$ cat src/rtl/jtdsp16_pkg.sv
// jtdsp16_pkg: state and owner encodings shared by the external-bus arbiter
package jtdsp16_pkg;
    typedef enum logic [1:0] {IDLE = 2'd0, ACCESS = 2'd1, DONE = 2'd2} state_t;
    localparam logic [1:0] OWN_PROG  = 2'd0;
    localparam logic [1:0] OWN_DATA  = 2'd1;
    localparam logic [1:0] OWN_FETCH = 2'd2;
endpackage

$ cat src/rtl/jtdsp16_xbus_tmo.sv
// jtdsp16_xbus_tmo: access timeout counter, expired during the TMO-th enabled cycle
module jtdsp16_xbus_tmo #(
    parameter int TMO = 255
) (
    input  logic clk,
    input  logic rst_n,
    input  logic clr,
    input  logic en,
    output logic expired
);
    logic [7:0] cnt;

    assign expired = en && cnt == 8'(TMO - 1);

    always_ff @(posedge clk) begin
        if (!rst_n || clr) cnt <= '0;
        else if (en && !expired) cnt <= cnt + 8'd1;
    end
endmodule

$ cat src/rtl/jtdsp16_xbus_arb.sv
// jtdsp16_xbus_arb: shares the external memory port between program download, X-bus reads and fetch
module jtdsp16_xbus_arb
    import jtdsp16_pkg::*;
#(
    parameter int AW     = 16,
    parameter int DW     = 16,
    parameter int TMO    = 255,
    parameter int STARVE = 2
) (
    input  logic          clk,
    input  logic          rst_n,
    input  logic          prog_req,
    input  logic [AW-1:0] prog_addr,
    input  logic [DW-1:0] prog_data,
    output logic          prog_ok,
    input  logic          data_req,
    input  logic [AW-1:0] data_addr,
    output logic [DW-1:0] data_dout,
    output logic          data_ok,
    input  logic          fetch_req,
    input  logic [AW-1:0] fetch_addr,
    output logic [DW-1:0] fetch_dout,
    output logic          fetch_ok,
    output logic          mem_req,
    output logic          mem_we,
    output logic [AW-1:0] mem_addr,
    output logic [DW-1:0] mem_wdata,
    input  logic [DW-1:0] mem_rdata,
    input  logic          mem_ack,
    output logic          stall,
    output logic          fault
);
    state_t        st;
    logic [1:0]    owner;
    logic [7:0]    starve;
    logic          expired, pick_prog, pick_fetch, pick_data, done;
    logic [DW-1:0] rd;

    // a starved fetch jumps ahead of data, never ahead of a host write
    always_comb begin
        pick_prog  = prog_req;
        pick_fetch = !prog_req && fetch_req && (!data_req || starve == 8'(STARVE));
        pick_data  = !prog_req && data_req && !pick_fetch;
        done       = st == ACCESS && (mem_ack || expired);
        rd         = mem_ack ? mem_rdata : {DW{1'b1}};
    end

    assign stall = (data_req | fetch_req) & ~(data_ok | fetch_ok);

    jtdsp16_xbus_tmo #(.TMO(TMO)) u_tmo (
        .clk    (clk),
        .rst_n  (rst_n),
        .clr    (st != ACCESS),
        .en     (st == ACCESS),
        .expired(expired)
    );

    always_ff @(posedge clk) begin
        if (!rst_n) begin
            st         <= IDLE;
            owner      <= OWN_PROG;
            starve     <= '0;
            mem_req    <= 1'b0;
            mem_we     <= 1'b0;
            mem_addr   <= '0;
            mem_wdata  <= '0;
            prog_ok    <= 1'b0;
            data_ok    <= 1'b0;
            fetch_ok   <= 1'b0;
            data_dout  <= '0;
            fetch_dout <= '0;
            fault      <= 1'b0;
        end else begin
            prog_ok  <= 1'b0;
            data_ok  <= 1'b0;
            fetch_ok <= 1'b0;
            case (st)
                IDLE: if (prog_req || data_req || fetch_req) begin
                    st        <= ACCESS;
                    mem_req   <= 1'b1;
                    mem_we    <= pick_prog;
                    owner     <= pick_prog ? OWN_PROG : pick_fetch ? OWN_FETCH : OWN_DATA;
                    mem_addr  <= pick_prog ? prog_addr : pick_fetch ? fetch_addr : data_addr;
                    mem_wdata <= prog_data;
                    if (pick_fetch) starve <= '0;
                    else if (pick_data) starve <= !fetch_req ? 8'd0 : starve == 8'(STARVE) ? starve : starve + 8'd1;
                end
                ACCESS: if (done) begin
                    st       <= DONE;
                    mem_req  <= 1'b0;
                    mem_we   <= 1'b0;
                    fault    <= fault || !mem_ack;
                    prog_ok  <= owner == OWN_PROG;
                    data_ok  <= owner == OWN_DATA;
                    fetch_ok <= owner == OWN_FETCH;
                    if (owner == OWN_DATA) data_dout <= rd;
                    if (owner == OWN_FETCH) fetch_dout <= rd;
                end
                DONE: st <= IDLE;
                default: st <= IDLE;
            endcase
        end
    end
endmodule

$ cat config.mk
export PLATFORM = sky130hd
export DESIGN_NAME = jtdsp16_xbus_arb
export DESIGN_NICKNAME = d
export VERILOG_FILES = /design/src/rtl/jtdsp16_pkg.sv /design/src/rtl/jtdsp16_xbus_tmo.sv /design/src/rtl/jtdsp16_xbus_arb.sv
export SDC_FILE = /design/constraint.sdc
export NUM_CORES = 1
export LEC_CHECK = 0
export ABC_AREA = 1
export BUFFER_PORTS_ARGS = -buffer_cell sky130_fd_sc_hd__buf_2
export CORE_MARGIN = 3
export CORE_UTILIZATION = 45
export DETAILED_ROUTE_END_ITERATION = 12
export PLACE_DENSITY = 0.75
export SETUP_SLACK_MARGIN = 0.5
export SYNTH_ARGS = -nofsm -noshare
export SYNTH_HDL_FRONTEND = slang
export SYNTH_HIERARCHICAL = 1
export SYNTH_SLANG_ARGS = --single-unit
$ cat constraint.sdc
create_clock -name clk -period 2 [get_ports clk]
set_clock_uncertainty 0.05 [all_clocks]
set_input_delay 0.1 -clock clk [delete_from_list [all_inputs] [get_ports clk]]
set_output_delay 0.1 -clock clk [all_outputs]
set_load 0.005 [all_outputs]
**Word level (Yosys, flattened, before mapping)**

Cells that the tools add are included.

- $add $sub $neg: 2
- $mul: 0
- Div/mod/pow operators: 0
- $lt $le $gt $ge: 0
- Equal/unequal tests: 9
- Shifts and indexed selects: 0
- Mux-type cells: 17
- Bitwise operators: 4
- Reduce and logical (&&, ||, !) cells: 31

Operators by type and width:

| cell | count |
|---|---|
| $mux W16 | 3 |
| $mux W8 | 4 |
| $add A8 B1 Y8 const B | 2 |
| $reduce_and A3 Y1 | 4 |
| $eq A8 B2 Y1 const B | 1 |
| $eq A8 B8 Y1 const B | 1 |
| $mux W2 | 4 |
| $logic_and A1 B1 Y1 | 7 |
| $logic_not A1 Y1 | 6 |
| $logic_or A1 B1 Y1 | 6 |
| $reduce_and A2 Y1 | 3 |
| $eq A2 B1 Y1 const B | 2 |
| $logic_not A2 Y1 | 2 |
| $ne A2 B2 Y1 const B | 2 |
| $pmux W1 S2 | 2 |
| $pmux W2 S2 | 1 |
| $reduce_and A4 Y1 | 1 |
| $reduce_bool A2 Y1 | 2 |
| $mux W1 | 3 |
| $ne A3 B3 Y1 const B | 1 |
| $eq A2 B2 Y1 const B | 1 |
| $ne A2 B1 Y1 const B | 1 |
| $or A1 B1 Y1 | 2 |
| $and A1 B1 Y1 | 1 |
| $not A1 Y1 | 1 |

- Register bits after elaboration: 90
- Latch bits: 0
- Bits in writable memories: 0
- Memory bits (read-only): 0
- Output and inout port bits: 71
- Word-level logic and storage cells: 77
- Memories kept: 0

**Logic depth before layout (Yosys ltp)**

Gate-level depths: netlist (run 1).

- Depth in word-level cells: 7
- Mapped depth: 13
- Mapped depth without buffers: 12

**Modules after synthesis**

The synthesis (run 1) kept the hierarchy.

By module, submodules not included:

| module | instances | cells each | area each (um^2) |
|---|---|---|---|
| jtdsp16_xbus_arb | 1 | 470 | 3488.3 |
| jtdsp16_xbus_tmo | 1 | 71 | 483.0 |

**Worst setup path before layout (run 1)**

Ideal clock, no wire load.

- Path kind: register -> register
- Start point: reg u_tmo.cnt[0]
- End point: reg data_dout[0]
- Setup time: 0.113 ns
- Data arrival time: 1.573 ns
- Data required time: 1.837 ns
- Slack: 0.264 ns
- Cell stages (with the launch flop): 13
- Path buffers: 1
- Period minus slack after synthesis: 1.736 ns
- Path through: dfxtp_1 > inv_1 > ha_1 > inv_1 > nor2_1 > nand2_4 > nor2_1 > o21ai_2 > inv_2 > nand3_4 > buf_2 > o21ai_1 > nor2_1

- Cells in the longest elaborated chain, start to end: 5

RTL lines:

| what | RTL line | text |
|---|---|---|
| from (decl) | jtdsp16_xbus_tmo.sv:11 | `logic [7:0] cnt;` |
| from (signal assigned) | jtdsp16_xbus_tmo.sv:17 | `else if (en && !expired) cnt <= cnt + 8'd1;` |
| $eq A8 B8 Y1 | jtdsp16_xbus_tmo.sv:13 | `assign expired = en && cnt == 8'(TMO - 1);` |
| $logic_and A1 B1 Y1 | jtdsp16_xbus_tmo.sv:13 |  |
| named net expired | jtdsp16_xbus_arb.sv:36 | `logic expired, pick_prog, pick_fetch, pick_data, done;` |
| $logic_or A1 B1 Y1 | jtdsp16_xbus_arb.sv:44 | `done = st == ACCESS && (mem_ack \|\| expired);` |
| $logic_and A1 B1 Y1 | jtdsp16_xbus_arb.sv:44 |  |
| $reduce_and A3 Y1 (no source line) | n/a |  |
| to (signal assigned) | jtdsp16_xbus_arb.sv:96 | `if (owner == OWN_DATA) data_dout <= rd;` |
| to (decl) | jtdsp16_xbus_arb.sv:18 | `output logic [DW-1:0] data_dout,` |

The timed path passes the listed nets, and every way through them passes these cells.
A chain may end at the register's enable or synchronous reset.

**Worst setup path in the final report (run 1)**

- Start point: reg u_tmo.cnt[0]
- End point: reg data_dout[12]

The elaborated chain is that of the path after synthesis.

==> summary.txt, run 1 <==
Placed design
  • RePlAce Congestion: 0.893
  • DP HPWL: 7.87 mm
  • Placed inst area: 0.00485 mm²
  • Buffers added on ports: 156

Timing
  • Fmax: 614 MHz
  • Finish-stage setup viols: 0
  • Period utilisation layout: 81.4%
  • RSZ-0062 raised after global routing: true
  • Final min period: 1.63 ns
  • Hold Vio Cnt, Final: 0
  • Worst-Margin Slew: 0.574 ns
  • Slew HR: 61.7%
  • Max Slew Vio Count: 0
  • Setup TNS Final: 0 ns
  • Worst hold slack: 0.0241 ns

Power
  • Pint: 2.90 mW
  • Logic pwr share: 20.6%
  • Pwr dens: 688 mW/mm²
  • Reg power frac: 47.7%
  • P_sw: 1.24 mW
  • Peak supply drop: 0.457 mV
  • Clock power frac: 31.7%
  • Sw frac: 29.9%
  • Leak: 2.76 nW

Synthesis
  • Main area contributors after synthesis: dfxtp_1 (45%), nor2_1 (12%), o21ai_0 (6.4%)
  • Synthesized area per cell: 7.34 µm²
  • Main combinational cell family by area after synthesis: simple AND/OR/NAND/NOR gates
  • Post-synth cell types: 36
  • Synth Instances: 541
  • Post-synthesis sequential area ratio: 45.4%
  • Ys flop type: dfxtp_1
  • Most frequent cell after synthesis: nor2_1
  • Synth warn: 6
  • Commonest cells post-synth: nor2_1 (127), dfxtp_1 (90), nand2_1 (64)
  • Compound-Gate Fraction of Synth Area: 14.9%
  • Simple-Gate Fraction of Synth Area: 29.2%
  • Synth Cell Area: 0.00397 mm²
  • Dominant cell type by area after synthesis: dfxtp_1
  • Adder-cell share of the synthesized area: 1.26%
  • Xor/xnor cell area share of the yosys netlist: 1.10%
  • Synth Register Bits: 90
  • Post-synth EDFFs: 0
  • Async set-or-reset flop fraction in the synthesized netlist: 0%
  • Post-synth top area share: 45.4%
  • Mux share of post-synthesis cell area: 0%
  • Syn nets: 631

Route
  • Initial DRC Count: 163
  • Routed vias/inst: 5.10
  • Met3 routed WL: 954 µm
  • WL per Instance: 14.5 µm
  • Antenna viol nets, final: 0
  • Highest metal used: met4
  • # DRC: 0
  • Via count: 4414
  • Met1 WL: 4.97 mm
  • Total wire length: 12.6 mm
  • Metal2 WL: 6.33 mm
  • 1st-pass router iterations: 5

GRT
  • Largest net degree at the start of global routing: 66
  • First-pass GRT wire length: 19.4 mm
  • Vias in the first global route: 4307
  • Antenna violations before repair: 0
  • Grt total ovfl: 0
  • Gr usage total: 24.1%

Floorplanning
  • Row Count: 33
  • Die Y: 99.9 µm
  • Die area: 0.00999 mm²
  • Initial core utilization: 47.4%
  • I/O pin count: 157
  • Chip Width: 99.9 µm
  • Core ar.: 0.00838 mm²

Clock network
  • Inserted Clock Buffers: 9
  • Worst skew pair latency: 0.35 ns
  • Clock sinks: 90
  • Clock transition at path regs: 0.10 ns
  • CTS tree: built
  • Clock tree buffer depth: 2
  • Root buf cell: clkbuf_8
  • # H-tree levels: 3

Min path
  • Critical hold path startpoint: prog_addr[10]
  • Worst Hold Class: in2reg

Layout
  • Post-route cell area: 0.00601 mm²
  • Layout cell share with drive strength beyond 1: 38.6%
  • Number of diodes: 0
  • FILL cells: 618
  • Nets: 845
  • Area grow syn2layout: 51.3%

Critical path
  • Critical path fanouts, max: 16
  • CP endpoint kind: register
  • Required time worst endpoint: 2.20 ns
  • Kind of critical path: reg2reg
  • FF-to-FF Start: u_tmo/cnt[0]
  • CP startpoint: u_tmo/cnt[0]
  • CP Launch Type: register
  • Crit path DAT: 1.83 ns

Status
  • Status: finished clean

Job
  • Max-Cap Viols: 0
critical path, cell delays in order, from the launching register on:
cell	delay (ns)
dfxtp_2	0.35
inv_2	0.05
ha_4	0.15
inv_2	0.06
nor2_4	0.04
nand2_4	0.06
nor2_4	0.04
o21ai_4	0.16
clkinv_4	0.11
nand3_4	0.11
buf_12	0.14
inv_12	0.05
nor2_1	0.09
nor2_1	0.06
state kept, by name (all words and copies together) (netlist names):
| register | flops |
|---|---|
| fetch_dout | 16 |
| fault | 1 |
| mem_addr | 16 |
| mem_we | 1 |
| owner | 2 |
| mem_req | 1 |
| starve | 8 |
| st | 2 |
| data_ok | 1 |
| fetch_ok | 1 |
| u_tmo/cnt | 8 |
| mem_wdata | 16 |
| data_dout | 16 |
| prog_ok | 1 |
cells in the final DEF, fill, tap and decap left out, drive strengths merged:
cell type,count
a21oi,35
a31oi,8
buf,181
bufinv,1
clkbuf,9
clkinv,4
clkinvlp,1
dfxtp,90
dlygate4sd3,42
ha,4
inv,51
nand2,75
nand3,24
nand3b,1
nand4,5
nor2,131
nor3,5
nor4,1
o21ai,71
or2,16
xnor2,2
xor2,3
stage by stage:
step / util (%) / std cells / setup slack (ns) / power (mW)
2_1_floorplan: - / 541 / 0.403 / 2.37
3_3_place_gp: 57.8 / 785 / 0.291 / 2.64
3_5_place_dp: 57.8 / 785 / 0.215 / 2.66
4_1_cts: 68.7 / 857 / 0.404 / 4.08
5_1_grt: 71.7 / 865 / 0.279 / 4.34
6_report: 71.7 / 865 / 0.372 / 4.14
final timing paths:
| path | endpoint | slack (ns) | cells past startpoint |
|---|---|---|---|
| max reg2reg | data_dout[12] | 0.37 | 13 |
| max | data_dout[12] | 0.37 | 13 |
| min reg2reg | prog_ok | 0.42 | 1 |
| min | mem_addr[10] | 0.02 | 3 |
logic make-up after synthesis:
group	count (synthesis)
flops	90
fa+ha+maj	4
simple gates	256
buf+inv	72
compound gates	114
xor+xnor	5
what timing repair did:
item / 4_1_cts / 5_1_grt
resized for setup: 48 / 46
endpoints found under the setup margin: 61 / 77
setup buffers: 11 / 6
gates cloned: 3 / 2
hold endpoints to repair: 31 / 0
pin swaps: 11 / 18
hold buffers: 42 / 0
layout make-up:
| type | instances | area, µm² | share of cell area [%] |
|---|---|---|---|
| timing repair inverter | 2 | 25.0 | 0.417 |
| timing repair buffer | 223 | 1470 | 24.4 |
| multi-input combinational | 381 | 2140 | 35.7 |
| tap | 105 | 131 | 2.19 |
| clock inverter | 7 | 83.8 | 1.40 |
| clock buffer | 9 | 124 | 2.06 |
| inverter | 48 | 223 | 3.71 |
| sequential | 90 | 1810 | 30.2 |
power by group through the flow:
| stage | Sequential [mW] | Combinational [mW] | Clock (mW) |
|---|---|---|---|
| after global routing | 1.99 | 0.934 | 1.42 |
| after floorplan | 2.01 | 0.363 | 0 |
| after CTS | 1.97 | 0.777 | 1.33 |
| final | 1.97 | 0.852 | 1.31 |
| after detailed placement | 2.01 | 0.650 | 0 |
| after global placement | 2.00 | 0.639 | 0 |
routing by layer:
metal,GRT usage [%],vias up
li1,-,2168
met1,28.1,2002
met2,42.4,217
met3,4.31,27
met4,12.0,0
met5,0,-
Power figures use the tool's default switching activity.
==> inputs of run 2 (changes only) <==
==> constraint.sdc (replaced) <==
create_clock -name clk -period 1.5 [get_ports clk]
set_clock_uncertainty 0.05 [all_clocks]
set_input_delay 0.075 -clock clk [delete_from_list [all_inputs] [get_ports clk]]
set_output_delay 0.075 -clock clk [all_outputs]
set_load 0.005 [all_outputs]
==> summary.txt, run 2 (synthesis results as in run 1) <==
GRT
  • Gr usage total: 30.0% (+5.9 points)
  • First-pass GRT wire length: 23.9 mm (+23%)
  • Grt total ovfl: 0 (unchanged)
  • Vias in the first global route: 4993 (+16%)
  • Antenna violations before repair: 1 (+1)
  • Largest net degree at the start of global routing: 41 (-38%)

Critical path
  • CP max stage delay: 0.35 ns (about the same)
  • CP Cell Sequence: inv_2, ha_4, inv_4, nor2_4, nand2_4, nor2_4, o21ai_4, clkinv_4, nand3_4, o21ai_0, nor2_1
  • FF-to-FF Start: u_tmo/cnt[0]
  • Crit path DAT: 2.12 ns (+0.29 ns)
  • Required time worst endpoint: 1.71 ns (-0.49 ns)
  • CP delay by family, top: simple AND/OR/NAND/NOR gates
  • CP startpoint: u_tmo/cnt[0]
  • Crit path top cell by count: nor2_4
  • Kind of critical path: reg2reg
  • Buf+Inv Stages, Crit Path: 3 (-2)
  • Crit path max-delay cell type: dfxtp_2
  • Crit path depth: 11 (-2)
  • Critical path fanouts, max: 6 (-10)
  • CP endpoint kind: register
  • R2R cell count: 11 (-2)
  • CP Launch Type: register

Placed design
  • Placed Cells: 807 (+2.8%)
  • Pre-CTS setup slack: -0.170 ns (-0.385 ns)
  • DP HPWL: 8.07 mm (+2.6%)
  • Buffers added on ports: 156 (unchanged)
  • RePlAce Congestion: 0.861 (-3.5%)

Timing
  • Hold Vio Cnt, Final: 0 (unchanged)
  • Period utilisation layout: 127% (+46 points)
  • Final min period: 1.91 ns (+0.282 ns)
  • Max Slew Vio Count: 0 (unchanged)
  • RSZ-0062 raised after global routing: true
  • Setup TNS Final: -11.81 ns (-11.81 ns)
  • Worst-Margin Slew: 0.519 ns (-0.0545 ns)
  • Finish-stage setup viols: 77 (+77)
  • Slew HR: 65.4% (+3.6 points)
  • Worst setup margin: -0.410 ns (-0.782 ns)
  • Fmax: 523 MHz (-15%)

Layout
  • Most frequent cells in the layout: buf_2 (151), nor2_1 (97), dlygate4sd3_1 (66)
  • Area occupied by multi-input gates: 0.00254 mm² (+18%)
  • FF/Latch Area: 0.00186 mm² (+2.6%)
  • Area grow syn2layout: 77.8%
  • Nets: 905 (+7.1%)
  • Post-Layout Cell Count: 926 (+7.1%)
  • Layout cell share with drive strength beyond 1: 54.6% (+16 points)
  • FILL cells: 375 (-39%)
  • Most common cell after layout, fill and taps aside: buf_2

Clock network
  • Clock sinks: 90 (unchanged)
  • Inserted Clock Buffers: 9 (unchanged)
  • Clock transition at path regs: 0.11 ns (about the same)
  • CTS tree: built
  • # H-tree levels: 3 (unchanged)
  • Worst skew pair latency: 0.38 ns (+0.03 ns)
  • Clock tree buffer depth: 2 (unchanged)
  • Root buf cell: clkbuf_8

Power
  • Sw frac: 35.2% (+5.3 points)
  • Peak supply drop: 0.518 mV (+13%)
  • P_sw: 2.14 mW (+73%)
  • Leak: 3.21 nW (+16%)
  • Pwr dens: 858 mW/mm² (+25%)
  • Clock power frac: 28.8% (-2.9 points)
  • Logic pwr share: 27.1% (+6.5 points)
  • Pint: 3.93 mW (+35%)
  • Reg power frac: 44.1% (-3.6 points)

Route
  • Total wire length: 20.5 mm (+63%)
  • Via count: 5564 (+26%)
  • WL per Instance: 22.2 µm (+53%)
  • Initial DRC Count: 512 (+210%)
  • 1st-pass router iterations: 5 (unchanged)
  • # DRC: 0 (unchanged)
  • Routed vias/inst: 6.01 (+18%)
  • Antenna viol nets, final: 0 (unchanged)

Floorplanning
  • Core ar.: 0.00838 mm² (unchanged)
  • Row Count: 33 (unchanged)
  • Chip Width: 99.9 µm (unchanged)
  • Initial core utilization: 47.4% (unchanged)
  • I/O pin count: 157 (unchanged)
  • Die area: 0.00999 mm² (unchanged)
  • Die Y: 99.9 µm (unchanged)

Min path
  • Critical hold path startpoint: data_addr[3]
  • Hold Path Stages: 5 (+2)
  • Worst Hold Class: in2reg

Status
  • Status: finished with violations
  • Failing checks: setup timing

Job
  • Max-Cap Viols: 0 (unchanged)
## run 2: changes by cell type in the layout (fill, tap and decap cells not counted), sizes merged
cell         delta
bufinv          -1
inv             -4
nand3           +2
clkinv          +8
diode           +1
buf            +31
dlygate4sd3    +24
## run 2: tightest hold or removal path: stages
cell and delay [ns]:
buf_2 0.10, inv_1 0.04, nand2_1 0.07, nand3_2 0.09
a21oi_2 0.05
## run 2: power by group through the flow
stage	Combinational, mW	Sequential (mW)	Clock [mW]
6_report	1.64	2.68	1.74
3_5_place_dp	0.914	2.68	0
4_1_cts	1.22	2.64	1.67
2_1_floorplan	0.513	2.69	0
5_1_grt	1.71	2.68	1.80
3_3_place_gp	0.891	2.67	0
## run 2: worst paths after layout
kind,to,slack (ns)
worst max-delay path,data_dout[10],-0.41
worst min-delay path,mem_addr[3],0.01
worst max register to register,data_dout[10],-0.41
worst min register to register,fault,0.41
## run 2: through the flow
step / instance area, µm² / hold WS, ns / power (mW) / utilization (%)
6_report: 7060 / 0.0142 / 6.06 / 84.3
5_1_grt: 7060 / 0.0228 / 6.20 / 84.3
4_1_cts: 6330 / -0.00536 / 5.52 / 75.5
3_5_place_dp: 5040 / 0.266 / 3.59 / 60.1
3_3_place_gp: 5040 / 0.261 / 3.57 / 60.1
2_1_floorplan: 4060 / 0.121 / 3.20 / -
## run 2: layout make-up
class,count,share of cell area (%)
clock inverters,7,1.10
inverters,48,3.67
repair buffers,278,28.3
clock buffers,9,1.75
well taps,105,1.86
repair inverters,5,0.974
flip-flops and latches,90,26.3
diodes,1,0.0354
multi-input cells,383,35.9
## run 2: timing repair
| action | in CTS | in global routing |
|---|---|---|
| gates cloned | 5 | 5 |
| buffers inserted | 9 | 17 |
| resized for setup | 86 | 163 |
| hold endpoints to repair | 48 | 0 |
| pin swaps | 32 | 33 |
| hold buffers | 66 | 0 |
| setup endpoints to repair | 91 | 132 |
## run 2: per-layer routing
| metal | wire [µm] | vias up | GRT usage, % |
|---|---|---|---|
| met4 | 1760 | 0 | 17.4 |
| met5 | 0 | - | 0 |
| li1 | - | 2308 | - |
| met2 | 9940 | 516 | 52.2 |
| met3 | 1990 | 186 | 7.02 |
| met1 | 6850 | 2554 | 33.3 |
==> inputs of run 3 (changes only) <==
--- a/config.mk
+++ b/config.mk
@@ -9,6 +9,7 @@
 export BUFFER_PORTS_ARGS = -buffer_cell sky130_fd_sc_hd__buf_2
 export CORE_MARGIN = 3
 export CORE_UTILIZATION = 45
+export CTS_CLUSTER_SIZE = 14
 export DETAILED_ROUTE_END_ITERATION = 12
 export PLACE_DENSITY = 0.75
 export SETUP_SLACK_MARGIN = 0.5
==> constraint.sdc (replaced) <==
create_clock -name clk -period 1.5 [get_ports clk]
set_clock_uncertainty 0.05 [all_clocks]
set_input_delay 0.225 -clock clk [delete_from_list [all_inputs] [get_ports clk]]
set_output_delay 0.225 -clock clk [all_outputs]
set_load 0.005 [all_outputs]
==> summary.txt, run 3 (synthesis results as in run 1) <==
Timing
  • Final min period: 1.79 ns (-0.122 ns)
  • Finish-stage setup viols: 48 (-38%)
  • Max Slew Vio Count: 0 (unchanged)
  • Worst-Margin Slew: 0.495 ns (-0.0247 ns)
  • Worst hold slack: 0.0430 ns (+0.0287 ns)
  • Slew HR: 67.0% (+1.6 points)
  • Period utilisation layout: 119% (-8.2 points)
  • RSZ-0062 raised after global routing: true
  • Fmax: 559 MHz (+6.9%)
  • Worst setup margin: -0.288 ns (+0.122 ns)
  • Setup TNS Final: -7.34 ns (+4.46 ns)
  • Hold Vio Cnt, Final: 0 (unchanged)

Status
  • Failing checks: setup timing
  • Status: finished with violations

Placed design
  • Pre-CTS setup slack: -0.168 ns (+0.00224 ns)
  • Placed Cells: 806 (-0.12%)
  • Placed inst area: 0.00504 mm² (about the same)
  • Buffers added on ports: 156 (unchanged)
  • DP HPWL: 8.22 mm (+1.8%)
  • RePlAce Congestion: 0.841 (-2.4%)

Floorplanning
  • Die Y: 99.9 µm (unchanged)
  • Core ar.: 0.00838 mm² (unchanged)
  • Initial core utilization: 47.4% (unchanged)
  • Chip Width: 99.9 µm (unchanged)
  • Die area: 0.00999 mm² (unchanged)
  • I/O pin count: 157 (unchanged)
  • Row Count: 33 (unchanged)

Min path
  • Critical hold path startpoint: fetch_addr[13]
  • Hold Path End: mem_addr[13]
  • Hold Path Stages: 3 (-2)
  • Worst Hold Class: in2reg

Route
  • Antenna viol nets, final: 0 (unchanged)
  • Initial DRC Count: 340 (-34%)
  • # DRC: 0 (unchanged)
  • Routed vias/inst: 5.62 (-6.5%)
  • WL per Instance: 18.7 µm (-16%)
  • Total wire length: 16.3 mm (-20%)
  • Via count: 4904 (-12%)
  • 1st-pass router iterations: 5 (unchanged)

Clock network
  • # H-tree levels: 3 (unchanged)
  • Clock transition at path regs: 0.11 ns (about the same)
  • Worst skew pair latency: 0.39 ns (about the same)
  • CTS tree: built
  • Hold Buf Count CTS: 0 (-100%)
  • Root buf cell: clkbuf_8
  • Clock tree buffer depth: 2 (unchanged)
  • Inserted Clock Buffers: 9 (unchanged)
  • Clock sinks: 90 (unchanged)

Critical path
  • CP Cell Sequence: inv_2, ha_4, inv_2, nor2_4, nand2_4, nor2_4, o21ai_4, clkinv_4, nand3_4, inv_6, nor2_1, nor2_1
  • Crit path depth: 12 (+1)
  • CP Launch Type: register
  • CP max stage delay: 0.34 ns (about the same)
  • Reg2Reg Capture Point: data_dout[5]
  • Buf+Inv Stages, Crit Path: 4 (+1)
  • CP endpoint kind: register
  • Required time worst endpoint: 1.77 ns (+0.06 ns)
  • CP delay by family, top: simple AND/OR/NAND/NOR gates
  • Worst reg2reg setup slack: -0.29 ns (+0.12 ns)
  • Critical path fanouts, max: 8 (+2)
  • Kind of critical path: reg2reg
  • FF-to-FF Start: u_tmo/cnt[0]
  • R2R cell count: 12 (+1)
  • Crit path max-delay cell type: dfxtp_2
  • Crit path DAT: 2.06 ns (-0.06 ns)

Layout
  • FILL cells: 445 (+19%)
  • Post-route cell area: 0.00668 mm² (-5.4%)
  • Most common cell after layout, fill and taps aside: buf_2
  • Area grow syn2layout: 68.2%
  • Finished Core Util: 79.7% (-4.5 points)
  • Layout cell share with drive strength beyond 1: 63.6% (+9.0 points)
  • Nets: 852 (-5.9%)
  • Most frequent cells in the layout: buf_2 (122), nor2_1 (92), dfxtp_2 (70)
  • Post-Layout Cell Count: 873 (-5.7%)

GRT
  • First-pass GRT wire length: 21.4 mm (-10%)
  • Gr usage total: 26.5% (-3.5 points)
  • Grt total ovfl: 0 (unchanged)
  • Antenna violations before repair: 1 (unchanged)
  • Largest net degree at the start of global routing: 26 (-37%)
  • Vias in the first global route: 4564 (-8.6%)

Power
  • Peak supply drop: 0.606 mV (+17%)
  • Pwr dens: 897 mW/mm² (+4.5%)
  • Pwr Total: 5.99 mW (-1.2%)
  • Leak: 2.96 nW (-7.7%)

Job
  • Max-Cap Viols: 0 (unchanged)
## run 3: worst max path at each step
stage / slack (ns) / to / from
6_report: -0.29 / data_dout[5] / u_tmo/cnt[0]
3_3_place_gp: -0.1 / data_dout[1] / u_tmo/cnt[0]
2_1_floorplan: -0.1 / data_dout[13] / u_tmo/cnt[0]
5_1_grt: -0.35 / data_dout[15] / u_tmo/cnt[0]
4_1_cts: -0.07 / data_dout[3] / u_tmo/cnt[0]
3_5_place_dp: -0.17 / data_dout[1] / u_tmo/cnt[0]
## run 3: per-layer routing
metal | GRT usage, % | wire length [µm] | vias to the layer above
met5 | 0 | 0 | -
met4 | 12.8 | 809 | 0
met3 | 5.91 | 1420 | 87
met2 | 46.9 | 8160 | 326
met1 | 30.0 | 5950 | 2292
li1 | - | - | 2199
## run 3: final cells by class
type                       instances  area (µm²)  area share, %
multi-input combinational        382        2460           36.8
clock buffer                       9         124           1.85
clock inverter                     7        67.6           1.01
tap                              105         131           1.97
antenna                            1        2.50         0.0375
inverter                          48         254           3.80
sequential                        90        1900           28.4
timing repair inverter             4        57.6          0.861
timing repair buffer             227        1680           25.2
## run 3: repair_timing
action                                  CTS  global route
cloned                                    9             1
pin swaps                                34            48
endpoints found under the setup margin  161           161
gates resized for setup                 184           116
buffers inserted                         16            24
## run 3: report_power, final
part	leakage, nW	switching [mW]	internal, mW
logic	2.10	0.840	0.761
registers	0.765	0.119	2.57
clock network	0.0958	1.06	0.650
total	2.96	2.01	3.98
## run 3: worst min-delay path: cells and delay by family
| kind | cells | cell delay, ns |
|---|---|---|
| buffers and inverters | 1 | 0.09 |
| AND/OR/NAND/NOR | 1 | 0.05 |
| AO/OA/AOI/OAI | 1 | 0.07 |
